`config.mk`:
```
export PLATFORM = sky130hd
export DESIGN_NAME = vend_ctrl
export DESIGN_NICKNAME = d
export VERILOG_FILES = /design/src/rtl/vend_ctrl.sv
export SDC_FILE = /design/constraint.sdc
export NUM_CORES = 1
export LEC_CHECK = 0
export CAP_MARGIN = 20
export CORE_ASPECT_RATIO = 1.2
export CORE_UTILIZATION = 45
export CTS_CLUSTER_DIAMETER = 120
export DETAILED_ROUTE_END_ITERATION = 16
export GPL_TIMING_DRIVEN = 0
export PLACE_DENSITY = 0.8
export SYNTH_ARGS = -nofsm -noshare
export SYNTH_HDL_FRONTEND = slang
export SYNTH_SLANG_ARGS = --single-unit
```
`constraint.sdc`:
```
create_clock -name clk -period 4.2 [get_ports clk]
set_input_delay 0.84 -clock clk [delete_from_list [all_inputs] [get_ports clk]]
set_output_delay 0.84 -clock clk [all_outputs]
set_load 0.02 [all_outputs]
```
`src/rtl/vend_ctrl.sv`:
```
// vend_ctrl: vending-machine transaction sequencer.
// Latches the selection, checks stock, runs the coin-payment countdown,
// computes change and holds the result screens for the display block.
// Optional build macro VEND_CTRL_EXTEND_EN: a coin that does not complete
// payment reloads the countdown to TIMEOUT_S.
module vend_ctrl #(
  parameter int PRICE1    = 2,
  parameter int PRICE2    = 3,
  parameter int PRICE3    = 5,
  parameter int PRICE4    = 7,
  parameter int TIMEOUT_S = 30,
  parameter int HOLD_S    = 5
) (
  input  logic       clk,
  input  logic       rst,
  input  logic       tick_1hz,
  input  logic       start,
  input  logic       confirm,
  input  logic       cancel,
  input  logic       coin_valid,
  input  logic [7:0] coin_value,
  input  logic [3:0] num1,
  input  logic [3:0] num2,
  input  logic [3:0] num3,
  input  logic [3:0] num4,
  input  logic [3:0] stock1,
  input  logic [3:0] stock2,
  input  logic [3:0] stock3,
  input  logic [3:0] stock4,
  output logic [2:0] state,
  output logic [3:0] num_q1,
  output logic [3:0] num_q2,
  output logic [3:0] num_q3,
  output logic [3:0] num_q4,
  output logic [7:0] require_money,
  output logic [7:0] paid_money,
  output logic [7:0] left_time,
  output logic [7:0] change,
  output logic       not_enough,
  output logic       money_enough,
  output logic       done,
  output logic       dispense
);

  typedef enum logic [2:0] {
    S_ST     = 3'b001,
    S_SELECT = 3'b010,
    S_CHECK  = 3'b011,
    S_TIME   = 3'b100,
    S_PAY    = 3'b101,
    S_CHANGE = 3'b110,
    S_RETURN = 3'b111
  } state_t;

  state_t     st, st_nx;
  logic [3:0] hold_cnt;
  logic       chk_first;   // first cycle of CHECK: stock test is evaluated here
  logic [11:0] req_sum;
  logic [7:0]  req_sat;
  logic [8:0]  paid_sum;
  logic [7:0]  paid_nx;
  logic        short_f, hold_done, pay_ok, tmo, ext;

  assign state = st;

  // Total price at 12 bits, clipped to the 8-bit display range.
  assign req_sum = 12'(num1) * 12'(PRICE1) + 12'(num2) * 12'(PRICE2)
                 + 12'(num3) * 12'(PRICE3) + 12'(num4) * 12'(PRICE4);
  assign req_sat = (req_sum > 12'd255) ? 8'hFF : req_sum[7:0];

  // Paid total including a coin arriving this cycle, saturating at 255.
  assign paid_sum = {1'b0, paid_money} + (coin_valid ? {1'b0, coin_value} : 9'd0);
  assign paid_nx  = paid_sum[8] ? 8'hFF : paid_sum[7:0];
  assign pay_ok   = paid_nx >= require_money;

  // An empty selection is treated like a stock shortfall.
  assign short_f = (num_q1 > stock1) | (num_q2 > stock2) | (num_q3 > stock3)
                 | (num_q4 > stock4) | ({num_q1, num_q2, num_q3, num_q4} == 16'd0);

  // Hold exits on the HOLD_S-th tick after entry.
  assign hold_done = tick_1hz && (hold_cnt == 4'(HOLD_S - 1));

`ifdef VEND_CTRL_EXTEND_EN
  assign ext = coin_valid && !pay_ok;
`else
  assign ext = 1'b0;
`endif

  // A reloading coin keeps the countdown alive in the cycle it lands.
  assign tmo = !ext && (((left_time == 8'd1) && tick_1hz) || (left_time == 8'd0));

  // money_enough stays low while no price is latched (reset / idle).
  assign money_enough = (require_money != 8'd0) && (paid_money >= require_money);

  // State register.
  always_ff @(posedge clk) begin
    if (rst) st <= S_ST;
    else     st <= st_nx;
  end

  // Next-state decode.
  always_comb begin
    st_nx = st;
    case (st)
      S_ST:     if (start) st_nx = S_SELECT;
      S_SELECT: if (cancel) st_nx = S_ST;
                else if (confirm) st_nx = S_CHECK;
      S_CHECK:  if (chk_first) begin
                  if (!short_f) st_nx = S_TIME;
                end else if (hold_done) st_nx = S_ST;
      S_TIME:   if (cancel) st_nx = S_CHANGE;
                else if (pay_ok) st_nx = S_PAY;
                else if (tmo) st_nx = S_CHANGE;
      S_PAY:    st_nx = S_CHANGE;
      S_CHANGE: if (hold_done) st_nx = done ? S_RETURN : S_ST;
      S_RETURN: if (hold_done) st_nx = S_ST;
      default:  st_nx = S_ST;
    endcase
  end

  // Datapath registers: selection, money, countdown and result flags.
  always_ff @(posedge clk) begin
    if (rst) begin
      hold_cnt      <= '0;
      chk_first     <= 1'b0;
      num_q1        <= '0;
      num_q2        <= '0;
      num_q3        <= '0;
      num_q4        <= '0;
      require_money <= '0;
      paid_money    <= '0;
      left_time     <= '0;
      change        <= '0;
      not_enough    <= 1'b0;
      done          <= 1'b0;
      dispense      <= 1'b0;
    end else begin
      dispense <= 1'b0;
      if ((st_nx != st) || ((st == S_CHECK) && chk_first)) hold_cnt <= '0;
      else if (tick_1hz)                                  hold_cnt <= hold_cnt + 4'd1;
      case (st)
        S_SELECT: if (!cancel && confirm) begin
          num_q1        <= num1;
          num_q2        <= num2;
          num_q3        <= num3;
          num_q4        <= num4;
          require_money <= req_sat;
          chk_first     <= 1'b1;
        end
        S_CHECK: if (chk_first) begin
          chk_first  <= 1'b0;
          not_enough <= short_f;
          if (!short_f) begin
            left_time  <= 8'(TIMEOUT_S);
            paid_money <= '0;
          end
        end else if (hold_done) begin
          not_enough <= 1'b0;
        end
        S_TIME: begin
          paid_money <= paid_nx;
          if (ext)                                left_time <= 8'(TIMEOUT_S);
          else if (tick_1hz && left_time != 8'd0) left_time <= left_time - 8'd1;
          if (cancel || (!pay_ok && tmo)) begin
            change <= paid_nx;
            done   <= 1'b0;
          end else if (pay_ok) begin
            dispense <= 1'b1;
            done     <= 1'b1;
            change   <= paid_nx - require_money;
          end
        end
        S_RETURN: if (hold_done) begin
          done       <= 1'b0;
          change     <= '0;
          paid_money <= '0;
        end
        default: ;
      endcase
    end
  end

endmodule

```
==> key figures, run 1 <==
Synth
  • Mapped Area: 0.00471 sq mm
  • Synth Register Bits: 59
  • Primary FF master, synth: dfxtp_1
  • Syn_nets: 672
  • Synth unique cells: 67
  • Area contributors post-synth: dfxtp_1 25%, ha_1 16%, fa_1 9.4%
  • Post-Synthesis Cells: 542
  • Synth top area share: 25.1%
  • Sequential area share after synthesis: 25.1%
  • Synth Warn #: 0
  • Asr flop ratio synth: 0%
  • Syn avg cell area: 8.69 sq um
  • Area leader, netlist: dfxtp_1
  • EDFF count, synth: 0

Cells and area
  • Share of layout cells above drive strength 1: 19.2%
  • # fillers: 796
  • Most frequent cells in the layout: 78 x clkdlybuf4s50_1, 65 x nand2_1, 59 x inv_1, 59 x dfxtp_1, 46 x ha_1
  • Final core area utilization: 66.6%
  • # diodes: 0
  • Area Growth Syn to Fin: 43.1%
  • Final net count: 813
  • Most common cell after layout, fill and taps aside: clkdlybuf4s50_1

Floorplan
  • Core ar.: 0.0101 sq mm
  • Die height: 114 um
  • Die span in x: 95.4 um
  • Initial core utilization: 46.6%
  • Row count: 40
  • Die area: 0.0109 sq mm
  • Io pins: 102

GRT
  • Number of global-route vias before repair: 4762
  • Global route overflow: 0
  • First-pass GRT wire length: 22.2 mm
  • GRT Overall Usage: 26.5%
  • Largest net degree at the start of global routing: 11
  • Antenna violations before repair: 0

Setup path
  • FF-to-FF End: change[0]
  • Critical Path Slowest Stage Cell: fa_1
  • CP endpoint kind: flip-flop
  • R2R setup slack: 490 ps
  • R2r startpoint: paid_money[0]
  • R2r worst-path depth: 15
  • Crit-path cells: buf_2 > fa_1 > fa_1 > fa_1 > fa_1 > ha_1 > a21o_1 > a21oi_2 > nor2b_1 > o21ai_2 > mux2_4 > nor3_2 > a211oi_1
  • Max incr delay on CP: 560 ps
  • Setup crit start kind: input port
  • CP top delay family: adder cells
  • Required time worst endpoint: 4390 ps
  • Levels on crit path: 13
  • Crit path DAT: 4330 ps
  • Crit path top cell by count: fa_1
  • Buf/Inv on CP: 1
  • CP Max Fanout: 3
  • Crit path kind: input port to flip-flop

Clocking
  • Clock Path Buffers: 2
  • CTS tree: yes
  • Clk slew on worst S/H paths: 50 ps
  • Insertion delay to the later sink of the worst-skew pair: 330 ps
  • Htree depth: 3
  • Hold Buf Count CTS: 0
  • Total CTS buffers: 9
  • TritonCTS sink count: 59
  • Root Driver: clkbuf_16

Routing
  • DRT antenna net count: 0
  • Total Routed Length: 14.1 mm
  • Wire length per cell: 17.3 um
  • Via/cell ratio: 5.71
  • Vias: 4640
  • Drt initial violations: 219
  • Pre-antenna DRT Iters: 5
  • Number of remaining DRC errors: 0

Placement
  • Pre-CTS setup slack: -1010 ps
  • Port Buffers: 100
  • RePlAce Congestion: 0.835
  • Hpwl dp: 9.88 mm

STA
  • Setup TNS Final: 0 ps
  • Setup repair after global routing missed its margin: yes
  • Max Clock Freq: 0.241 GHz
  • Hold Slack: 462 ps
  • Final period utilization: 98.6%
  • Final Max Tran Viols: 0
  • Final min period: 4140 ps
  • # setup viols final: 0
  • PnR worst setup slack: 57.1 ps
  • Layout Skew: 7.18 ps
  • Rel. slew slack: 47.0%
  • Fin. Hold Viols: 0
  • Slew @ Worst Pin: 785 ps

Min path
  • End of the worst hold path: change[1]
  • Hold path depth: 1
  • HP Class: flip-flop to flip-flop
  • HP Start: change[1]

Job
  • Max_cap viols: 0

Power and ir drop
  • Post-route total power: 2.21 mW
  • Static Leak: 2.79 nW
  • Power per cell area: 328 mW/mm^2
  • VDD IR max: 0.230 mV

Status
  • Status: complete, no violations
[synthesized netlist by cell type (all sizes together), types with 9 or more instances]
| cell type | instances |
|---|---|
| nand2 | 67 |
| ha | 61 |
| inv | 61 |
| dfxtp | 59 |
| a21oi | 47 |
| nor2 | 28 |
| fa | 22 |
| o21ai | 20 |
| xnor2 | 15 |
| and2 | 13 |
| a21o | 10 |
| buf | 10 |
| nand3 | 9 |
| nor4 | 9 |
[layer usage]
metal / routed length (um) / part of all wire (%) / track usage (%)
met1: 5500 / 39 / 28.5
met2: 7290 / 52 / 47.7
met3: 777 / 5.5 / 6.37
met4: 504 / 3.6 / 13.2
met5: 0 / 0 / 0
[registers in the layout (all words and copies together) (netlist names)]
signal / count
done: 1
not_enough: 1
dispense: 1
left_time: 8
state: 3
chk_first: 1
num_q4: 4
num_q2: 4
paid_money: 8
num_q1: 4
require_money: 8
num_q3: 4
hold_cnt: 4
change: 8
[area by class of cell]
type	count	area, sq um	area share, %
Sequential cell	59	1180	17.5
Buffer	16	80.1	1.19
Timing Repair Buffer	130	1190	17.7
Inverter	61	229	3.40
Clock inverter	2	35.0	0.520
Multi-Input combinational cell	406	3600	53.5
Clock buffer	13	260	3.86
Tap cell	126	158	2.34
[worst reg2reg max path: cells and delay by family (launching register included)]
family          cells  cell delay, ps
buf+inv             1             170
fa+ha+maj           3             830
simple gates        4             590
flops               1             360
compound gates      6            1370
mux                 1             310
[where the power goes]
part	total [mW]	switching [mW]	internal (mW)
clock	0.735	0.248	0.487
combinational	0.893	0.432	0.460
sequential	0.586	0.0149	0.571
[what timing repair did]
action                                  in CTS  in global routing
pin swaps                                   41                 35
gates resized for setup                    102                 22
gates cloned                                 1                  0
buffers inserted                            21                  8
endpoints found under the setup margin      23                 20
[how the worst max path moves through the flow]
stage | slack (ps) | from | to
after floorplan | -60 | num1[2] | require_money[7]
after global placement | -890 | coin_valid | change[0]
after detailed placement | -1010 | coin_valid | change[0]
after CTS | -30 | num4[2] | require_money[5]
after global routing | -30 | num4[3] | require_money[7]
final | 60 | num3[1] | require_money[7]
[stage by stage]
step / cells / instance area [sq um]
2_1_floorplan: 542 / 4730
4_1_cts: 805 / 6590
6_report: 813 / 6740
3_3_place_gp: 768 / 5890
5_1_grt: 813 / 6740
3_5_place_dp: 768 / 5890
[cells by family (layout without fill, tap and decap cells)]
kind of cell               after synthesis  count (layout)  share of synthesized area [%]
AOI/OAI and AO/OA                      134             134                           20.4
xor gates and xnor gates                18              18                           3.35
and+or+nand+nor                        164             164                           17.5
adders and majority gates               83              83                           25.6
muxes                                    7               7                           1.54
DFF                                     59              59                           25.1
buffers and inverters                   77             222                           6.56
Power figures use the tool's default switching activity.
==> inputs of run 2 (changes only) <==
- CTS_CLUSTER_SIZE: default -> 30
==> results of run 2 <==
Final layout, timing and power as in run 1 (identical DEF).
==> inputs of run 3 (changes only) <==
- CTS_BUF_LIST: default -> sky130_fd_sc_hd__clkbuf_16
- SLEW_MARGIN: default -> 20
==> key figures, run 3 (same netlist as run 1, synthesis figures left out) <==
Floorplan
  • Io pins: 102
  • Initial core utilization: 46.6%
  • Die height: 114 um
  • Die area: 0.0109 sq mm
  • Core ar.: 0.0101 sq mm
  • Row count: 40
  • Die span in x: 95.4 um

Clocking
  • Hold Buf Count CTS: 0
  • Total CTS buffers: 9
  • Insertion delay to the later sink of the worst-skew pair: 330 ps
  • Root Driver: clkbuf_16
  • Clock Path Buffers: 2
  • Clk slew on worst S/H paths: 50 ps
  • TritonCTS sink count: 59
  • CTS tree: yes
  • Htree depth: 3

GRT
  • GRT Overall Usage: 26.1%
  • First-pass GRT wire length: 21.9 mm
  • Global route overflow: 0
  • Number of global-route vias before repair: 4754
  • Antenna violations before repair: 0
  • Largest net degree at the start of global routing: 11

STA
  • Fin. Hold Viols: 0
  • Slew @ Worst Pin: 790 ps
  • Setup repair after global routing missed its margin: yes
  • Final min period: 4180 ps
  • Final period utilization: 99.6%
  • Hold Slack: 463 ps
  • Layout Skew: 8.32 ps
  • Max Clock Freq: 0.239 GHz
  • PnR worst setup slack: 17.7 ps
  • # setup viols final: 0
  • Rel. slew slack: 46.7%
  • Final Max Tran Viols: 0
  • Setup TNS Final: 0 ps

Placement
  • Placed cell areas: 0.00589 sq mm
  • Hpwl dp: 9.88 mm
  • Port Buffers: 100
  • RePlAce Congestion: 0.835
  • Pre-CTS setup slack: -1010 ps
  • Cell Count Post-Placement: 768

Cells and area
  • Final cell count without fillers: 812
  • Area Growth Syn to Fin: 42.7%
  • # fillers: 799
  • Final Cell Area: 0.00672 sq mm
  • Most common cell after layout, fill and taps aside: clkdlybuf4s50_1
  • Final net count: 812
  • # diodes: 0
  • Most frequent cells in the layout: 78 x clkdlybuf4s50_1, 65 x nand2_1, 60 x inv_1
  • Final core area utilization: 66.5%
  • Share of layout cells above drive strength 1: 19.0%

Min path
  • Hold path depth: 1
  • End of the worst hold path: change[1]
  • HP Class: flip-flop to flip-flop
  • HP Start: change[1]

Setup path
  • R2r startpoint: paid_money[0]
  • Crit path DAT: 4370 ps
  • FF-to-FF End: change[0]
  • Required time worst endpoint: 4390 ps
  • Crit path kind: input port to flip-flop
  • R2r worst-path depth: 15
  • Crit path top cell by count: fa_1
  • Buf/Inv on CP: 1
  • Setup crit start kind: input port
  • CP top delay family: adder cells
  • CP Max Fanout: 3
  • Max incr delay on CP: 560 ps
  • Critical Path Slowest Stage Cell: fa_1
  • R2R setup slack: 490 ps
  • CP endpoint kind: flip-flop
  • Crit-path cells: buf_2 > fa_1 > fa_1 > fa_1 > fa_1 > ha_1 > a21o_1 > a21oi_2 > nor2b_1 > o21ai_2 > mux2_4 > nor3_2 > a211oi_1

Routing
  • Pre-antenna DRT Iters: 6
  • Number of remaining DRC errors: 0
  • Via/cell ratio: 5.72
  • Vias: 4646
  • DRT antenna net count: 0
  • Drt initial violations: 227
  • Wire length per cell: 17.1 um
  • Total Routed Length: 13.9 mm

Power and ir drop
  • Static Leak: 2.79 nW
  • Post-route total power: 2.16 mW
  • Power per cell area: 322 mW/mm^2
  • VDD IR max: 0.213 mV

Status
  • Status: complete, no violations

Job
  • Max_cap viols: 0
==> run 3: cell count changes in the layout (fill, tap and decap cells not counted), sizes merged <==
cell / change
buf: -1
inv: +2
clkinv: +2
clkbuf: -4
==> run 3: what timing repair did <==
action,in CTS,in global routing
pin swaps,41,37
setup endpoints to repair,23,20
gates cloned,1,0
setup buffers,21,7
resized for setup,102,24
==> run 3: worst max-delay path by stage <==
stage | startpoint | to | slack (ps) | cells past startpoint
floorplan | num1[2] | require_money[7] | -60 | 14
global placement | coin_valid | change[0] | -890 | 18
detailed placement | coin_valid | change[0] | -1010 | 18
CTS | num4[2] | require_money[5] | -30 | 14
global route | num4[3] | require_money[7] | -80 | 15
finish | num3[1] | require_money[7] | 20 | 13
==> run 3: cell type report <==
cell class,instances,area (sq um),area share (%)
Buffer,16,80.1,1.19
Clock buffer,9,225,3.35
Clock inverter,6,50.0,0.744
Inverter,61,229,3.41
Multi-Input combinational cell,406,3610,53.8
Sequential cell,59,1180,17.6
Tap cell,126,158,2.35
Timing Repair Buffer,129,1180,17.6
==> run 3: power by group <==
group / internal (mW) / leakage [nW] / switching [mW]
logic: 0.457 / 2.17 / 0.429
clock network: 0.445 / 0.143 / 0.248
registers: 0.571 / 0.476 / 0.0147
total: 1.47 / 2.79 / 0.692
==> run 3: layer usage <==
layer | vias up | wire [um] | global-route usage, %
met1 | 2227 | 5340 | 27.8
met2 | 188 | 7090 | 46.9
met5 | - | 0 | 0
met3 | 49 | 925 | 6.64
li1 | 2182 | - | -
met4 | 0 | 560 | 12.8
==> RTL change (settings of run 1) <==
One comparison of `hold_cnt` changes from == to >=.
--- a/src/rtl/vend_ctrl.sv
+++ b/src/rtl/vend_ctrl.sv
@@ -79,5 +79,5 @@
 
   // Hold exits on the HOLD_S-th tick after entry.
-  assign hold_done = tick_1hz && (hold_cnt == 4'(HOLD_S - 1));
+  assign hold_done = tick_1hz && (hold_cnt >= 4'(HOLD_S - 1));
 
 `ifdef VEND_CTRL_EXTEND_EN
Check against the original RTL: no difference found for any inputs over 4 cycles, from zero or initial values and one cycle with rst high; that may be too few to reach the edited logic, so the function may still have changed.
==> RTL change against run 1 <==
- non-clock buffer count fell by 7
- cell area rose by 1.4%
- via count rose by 7.0%
- synthesized area rose by 2.3%
- setup slack improved by 0.010 ns
- wire length rose by 8.6%
- sequential cell count did not move
- total power rose by 11%
- critical path type unchanged
==> RTL change: results (changes against run 1) <==
Port Buf Inserts 99 (-1.0%); P_comb 1.07 mW (+20%); layout cells sized above 1 0.166 (-0.0259); fin crit period 4.13 ns (-0.0101 ns); routed len/inst 18.1 um (+4.5%); CTS resizes 79 (-23%); Clock Power 758 uW (+3.1%); Synth cell types 65 (-3.0%); dpl cell area 5980 um2 (+1.6%); DRT iter0 DRCs 328 (+50%); Clock Tree Buf Depth 2 (unchanged); Inst Count DP 806 (+4.9%); Worst R2R Start paid_money[0]; Leakage 2.82 nW (+1.2%); CP Data Arrival Time 4.36 ns (+0.03 ns); outcome completed; post-synthesis sequential area ratio 0.245 (-0.00567); RePlAce Congestion 0.914 (+9.5%); vias in the first global route 4862 (+2.1%); worst skew pair latency 0.34 ns; Post-CTS Setup Bufs 14 (-33%); post-DP HPWL 11000 um (+12%); drt first pass iters 4 (-1); largest net degree at the start of global routing 12 (+1); Power Sequential 620 uW (+5.8%); skew final 0.0102 ns (+0.00299 ns); Max-slew headroom 0.511 (+0.0406); total number of vias 4965 (+7.0%); Cells after Synth 578 (+6.6%); Peak VDD IR 0.000332 V (+44%); nets@finish 840 (+3.3%); dpl ws -1.14 ns (-0.127 ns); Area contributors post-synth dfxtp_1, ha_1, fa_1; Antenna Cells 0 (unchanged); Reg2Reg Depth 16 (+1); Worst Hold Depth 2 (+1); CP Launch Point coin_value[4]; commonest cells in the netlist nand2_1, inv_1, ha_1; Max Fanout on Critical Path 8 (+5); global-route wire length before repair 23000 um (+3.6%); Worst Setup EP change[3]; net switching power 872 uW (+25%); GRT Total Usage 0.267 (+0.00179); Synth Net Count 707 (+5.2%); Worst R2R Setup Slack 0.47 ns (-0.02 ns); vias per cell 5.88 (+3.0%); fillcell total 869 (+9.2%)
RTL change: kinds of logic after synthesis:
logic type,after synthesis,share of synthesized area
DFF,59,0.245
adders and majority gates,82,0.247
xor gates and xnor gates,17,0.0309
muxes,10,0.0223
AOI/OAI and AO/OA,149,0.204
buffers and inverters,80,0.0641
and+or+nand+nor,181,0.187
RTL change: routing by layer:
| metal | GRT usage | share of wire | up-vias |
|---|---|---|---|
| met5 | 0 | 0 | - |
| met4 | 0.124 | 0.040 | 0 |
| met3 | 0.0317 | 0.045 | 59 |
| met2 | 0.488 | 0.52 | 183 |
| met1 | 0.304 | 0.39 | 2411 |
| li1 | - | - | 2312 |
RTL change: cell type report:
| cell class | instances | area (um2) | area share |
|---|---|---|---|
| sequential | 59 | 1180 | 0.173 |
| buffer | 17 | 72.6 | 0.0106 |
| inverter | 63 | 236 | 0.0346 |
| multi-input combinational | 439 | 3720 | 0.545 |
| timing repair buffer | 122 | 1150 | 0.169 |
| clock buffer | 11 | 243 | 0.0355 |
| clock inverter | 5 | 62.6 | 0.00916 |
| tap | 129 | 161 | 0.0236 |
RTL change: worst min path at each step:
stage / startpoint / end / slack, ns
floorplan: chk_first / chk_first / 0.48
global placement: change[5] / change[5] / 0.44
detailed placement: change[0] / change[0] / 0.45
CTS: change[0] / change[0] / 0.46
global route: change[2] / change[2] / 0.48
finish: change[3] / change[3] / 0.46
RTL change: critical path, cell delays in order:
cell and delay [ns]:
clkdlybuf4s50_1 0.43, and2_1 0.17, ha_1 0.33, o21ai_0 0.20, inv_1 0.08, o31a_1 0.16
o31ai_4 0.38, ha_4 0.28, a21o_1 0.21, a221oi_4 0.34, a21boi_4 0.11, o31a_1 0.31
buf_6 0.14, buf_6 0.12, mux2i_2 0.17, o21ai_1 0.08
